--- config.mk ---
export PLATFORM = sky130hd
export DESIGN_NAME = counter_ctrl
export DESIGN_NICKNAME = d
export VERILOG_FILES = /design/src/rtl/counter_ctrl.sv
export SDC_FILE = /design/constraint.sdc
export NUM_CORES = 1
export LEC_CHECK = 0
export ABC_CLOCK_PERIOD_IN_PS = 1000
export BUFFER_PORTS_ARGS = -buffer_cell sky130_fd_sc_hd__buf_4
export CORE_MARGIN = 5
export CORE_UTILIZATION = 33
export CTS_CLUSTER_DIAMETER = 50
export DETAILED_ROUTE_END_ITERATION = 10
export GPL_TIMING_DRIVEN = 0
export PLACE_DENSITY = 0.6
export RECOVER_POWER = 100
export REMOVE_ABC_BUFFERS = 1
export SETUP_SLACK_MARGIN = 0.1
export SYNTH_ARGS = -nofsm -noshare
export SYNTH_HDL_FRONTEND = slang
export SYNTH_SLANG_ARGS = --single-unit
--- constraint.sdc ---
create_clock -name clk -period 1 [get_ports clk]
set_input_delay 0.05 -clock clk [delete_from_list [all_inputs] [get_ports clk]]
set_output_delay 0.05 -clock clk [all_outputs]
set_load 0.05 [all_outputs]
--- src/rtl/counter_ctrl.sv ---
// rtl/counter_ctrl.sv - button synchronise/debounce front end and run/pause/clear FSM
// Drives universal_counter clear/mode/incr/pause from registered outputs.
module counter_ctrl #(
    parameter int DB_CYCLES = 4,
    parameter int DB_W      = 3
) (
    input  logic       clk,
    input  logic       clear_n,
    input  logic       btn_run,
    input  logic       btn_dir,
    input  logic       btn_mode,
    input  logic       btn_clr,
    output logic       clear,
    output logic       mode,
    output logic       incr,
    output logic       pause,
    output logic [1:0] state
);

    typedef enum logic [1:0] {
        S_IDLE  = 2'b00,
        S_RUN   = 2'b01,
        S_PAUSE = 2'b10,
        S_CLR   = 2'b11
    } state_t;

    localparam int BTN_RUN  = 0;
    localparam int BTN_DIR  = 1;
    localparam int BTN_MODE = 2;
    localparam int BTN_CLR  = 3;
    localparam logic [DB_W-1:0] DB_LAST = DB_W'(DB_CYCLES - 1);

    logic [3:0]            btn_raw;
    logic [3:0]            sync1_q, sync2_q;
    logic [3:0]            level_q, level_d, level_dly_q;
    logic [3:0][DB_W-1:0]  db_cnt_q, db_cnt_d;
    logic [3:0]            press;

    state_t state_q;
    logic   clear_q, pause_q, incr_q, mode_q;

    assign btn_raw = {btn_clr, btn_mode, btn_dir, btn_run};
    assign press   = level_q & ~level_dly_q;

    // Counter tracks consecutive disagreeing samples; the level only moves on the DB_CYCLES-th.
    always_comb begin
        level_d  = level_q;
        db_cnt_d = db_cnt_q;
        for (int i = 0; i < 4; i++) begin
            if (sync2_q[i] == level_q[i]) begin
                db_cnt_d[i] = '0;
            end else if (db_cnt_q[i] == DB_LAST) begin
                level_d[i]  = ~level_q[i];
                db_cnt_d[i] = '0;
            end else begin
                db_cnt_d[i] = db_cnt_q[i] + DB_W'(1);
            end
        end
    end

    always_ff @(posedge clk or negedge clear_n) begin
        if (!clear_n) begin
            sync1_q     <= '0;
            sync2_q     <= '0;
            level_q     <= '0;
            level_dly_q <= '0;
            db_cnt_q    <= '0;
        end else begin
            sync1_q     <= btn_raw;
            sync2_q     <= sync1_q;
            level_q     <= level_d;
            level_dly_q <= level_q;
            db_cnt_q    <= db_cnt_d;
        end
    end

    always_ff @(posedge clk or negedge clear_n) begin
        if (!clear_n) begin
            state_q <= S_IDLE;
            clear_q <= 1'b0;
            pause_q <= 1'b1;
            incr_q  <= 1'b1;
            mode_q  <= 1'b0;
        end else if (state_q == S_CLR) begin
            state_q <= S_IDLE;
            clear_q <= 1'b0;
            pause_q <= 1'b1;
        end else if (press[BTN_CLR]) begin
            state_q <= S_CLR;
            clear_q <= 1'b1;
            pause_q <= 1'b1;
        end else begin
            if (press[BTN_DIR]) begin
                incr_q <= ~incr_q;
            end
            // Mode is only changeable while the counter is held (pre-edge state).
            if (press[BTN_MODE] && (state_q != S_RUN)) begin
                mode_q <= ~mode_q;
            end
            if (press[BTN_RUN]) begin
                if (state_q == S_RUN) begin
                    state_q <= S_PAUSE;
                    pause_q <= 1'b1;
                end else begin
                    state_q <= S_RUN;
                    pause_q <= 1'b0;
                end
            end
        end
    end

    assign clear = clear_q;
    assign pause = pause_q;
    assign incr  = incr_q;
    assign mode  = mode_q;
    assign state = state_q;

endmodule

==> metrics.md <==
| Metric | Value |
|---|---|
| Status | complete, but fails checks |
| Failing checks | setup timing |
| DP Wirelength | 1180 µm |
| CP max FO | 2 |
| Maximum vdd drop | 1.80 mV |
| FP Rows | 22 |
| CP Capture Type | register |
| Worst setup SP type | register |
| Core area | 3660 µm² |
| Clock Sinks | 34 |
| Vias/cell | 4.36 |
| Flop2flop setup slack | -0.14 ns |
| Number of port buffers | 11 |
| Detailed Routing Iterations Pass 1 | 4 |
| CTS tree | built |
| TritonCTS buffer count | 5 |
| Synth Register Bits | 34 |
| Clk_skew | 0.00408 ns |
| Fmax | 877 MHz |
| Post-Route WL | 2160 µm |
| Yosys warns | 0 |
| Detailed-route DRC error count | 0 |
| Initial antenna violation count | 0 |
| Initial core utilization | 0.341 |
| First-pass GRT wire length | 3800 µm |
| Pleak | 0.000841 µW |
| Maxcap violations | 0 |
| CTS H-tree lvls | 2 |
| Largest net degree at the start of global routing | 35 |
| Min Tclk post-route | 1.14 ns |
| Max clock buf depth | 2 |
| Gate Count Post-Synth | 80 |
| GRT Total Usage | 0.101 |
| Final setup margin | -0.140 ns |
| Hold slack | 0.345 ns |
| Chip Height | 71.5 µm |
| Library cells used by synthesis | 23 |
| Unrepaired setup endpoints after global routing | yes |
| Vias in the first global route | 822 |
| Crit Path Category | reg -> reg |
| Hold WC Path Type | reg -> reg |
| Util after Layout | 0.513 |
| Grt total ovfl | 0 |
| Avg Inst Size Synth | 15.6 µm² |
| Cell Area, Synth | 1250 µm² |
| Max transition margin | 0.477 |
| Worst skew pair latency | 0.28 ns |
| Fin. Hold Viols | 0 |
| Hold Path Stages | 0 |
| Average wire per cell in the routed design | 12.9 µm |
| Routed Antenna Nets | 0 |
| DRT iter0 DRCs | 16 |
| Pwr/cell area | 3250 nW/µm² |
| Final Cycle Share | 1.14 |
| Slew @ Worst Pin | 0.785 ns |
| Die area | 5120 µm² |
| Area growth syn-to-layout | 50.2% |
| R2R depth | 3 |
| Root Driver | clkbuf_8 |
| Required time worst endpoint | 1.17 ns |
| Die width | 71.5 µm |
| Share of post-route cells with drive strength above 1 | 0.592 |
| Sequential area share after synthesis | 0.683 |
| ANT cells | 0 |
| Clock slew at reported path FFs | 0.07 ns |
| Setup-failing EPs final | 17 |
| Layout net count | 129 |
| Total number of vias | 732 |
| Fin. max-slew vios | 0 |
| Critical path data arrival time | 1.31 ns |
| Routability cong. | 0.668 |
| I/O Pins | 12 |
==> critical path, cell delays in order (launching register included) <==
cell and delay [ns]:
dfrtp_1 0.36, ha_2 0.20, nor2b_4 0.17, mux2_4 0.30
==> cells in the final DEF (no fill, tap or decap), types with 4 or more instances in the layout <==
cell type       n
dfrtp_1        29
buf_4          12
clkbuf_8        5
nor3b_2         5
ha_2            4
clkbuf_4        6
nor2b_4         4
mux2_4          4
buf_6           5
dlygate4sd3_1   5
==> state kept, by name (all words and copies together), names as in the netlist <==
signal	flops
pause	1
level_q	4
level_dly_q	4
sync2_q	4
mode	1
clear	1
state	2
sync1_q	4
db_cnt_q	12
incr	1
==> final timing paths <==
path / end / from
min in group asynchronous: sync2_q[3] / clear_n
max reg2reg: level_q[3] / db_cnt_q[9]
min reg2reg: sync2_q[2] / sync1_q[2]
max in group asynchronous: level_q[0] / clear_n
min: sync2_q[2] / sync1_q[2]
max: level_q[3] / db_cnt_q[9]
==> cells by family after synthesis <==
group / Yosys count / share of synthesized area
flops: 34 / 0.683
simple gates: 23 / 0.130
compound gates: 7 / 0.0571
xor+xnor: 6 / 0.0420
mux: 4 / 0.0360
fa+ha+maj: 4 / 0.0400
buf+inv: 2 / 0.0120
==> routing by layer <==
layer	GRT usage	routed length (µm)	part of all wire
met5	0	0	0
met4	0.0626	53	0.024
met3	0.0505	114	0.053
met2	0.160	1130	0.52
met1	0.107	867	0.40
==> layout make-up <==
| class | count | area (µm²) |
|---|---|---|
| timing repair buffer | 33 | 295 |
| tap | 48 | 60.1 |
| clock inverter | 3 | 40.0 |
| fill | 296 | 1780 |
| clock buffer | 5 | 68.8 |
| inverter | 1 | 3.75 |
| multi-input combinational | 44 | 552 |
| sequential | 34 | 857 |
==> Yosys cell counts <==
cell | number | area share
dfrtp_1 | 32 | 0.64
nor3b_1 | 8 | 0.048
ha_1 | 4 | 0.040
mux2_1 | 4 | 0.036
nor2b_1 | 4 | 0.020
nor3_1 | 4 | 0.016
xnor2_1 | 4 | 0.028
dfstp_2 | 2 | 0.042
nand2b_1 | 2 | 0.010
nor2_1 | 2 | 0.0060
xor2_1 | 2 | 0.014
a2111oi_4 | 1 | 0.022
a21oi_1 | 1 | 0.0040
a221o_1 | 1 | 0.0080
a22oi_1 | 1 | 0.0060
a2bb2oi_1 | 1 | 0.0070
and2b_4 | 1 | 0.0080
buf_6 | 1 | 0.0090
inv_2 | 1 | 0.0030
nand2_1 | 1 | 0.0030
nor4b_4 | 1 | 0.019
o21ai_0 | 1 | 0.0040
o21bai_1 | 1 | 0.0060
==> metrics by stage <==
step,power (µW),TNS (ns),setup slack (ns),instance area [µm²],std cells
finish,6100,-0.920,-0.140,1880,168
global route,6480,-4.37,-0.164,1880,168
CTS,5920,-0.896,-0.124,1820,163
detailed placement,3810,-1.28,-0.230,1380,138
global placement,3730,-0.870,-0.179,1380,138
floorplan,3370,-1.58,-0.310,1240,79
==> power breakdown <==
part / internal (µW) / switching, µW / leakage (µW) / total [µW]
Clock: 732 / 480 / 0.0000579 / 1210
Sequential: 1850 / 400 / 0.000415 / 2250
Combinational: 1450 / 1190 / 0.000368 / 2640
==> timing repair <==
action / in CTS / in global routing
endpoints found under the setup margin: 25 / 28
buffers inserted: 12 / 6
hold buffers: 5 / 0
pin swaps: 13 / 8
hold endpoints to repair: 36 / 0
gates resized for setup: 44 / 9
No activity file was read; power rests on OpenSTA's default activity.
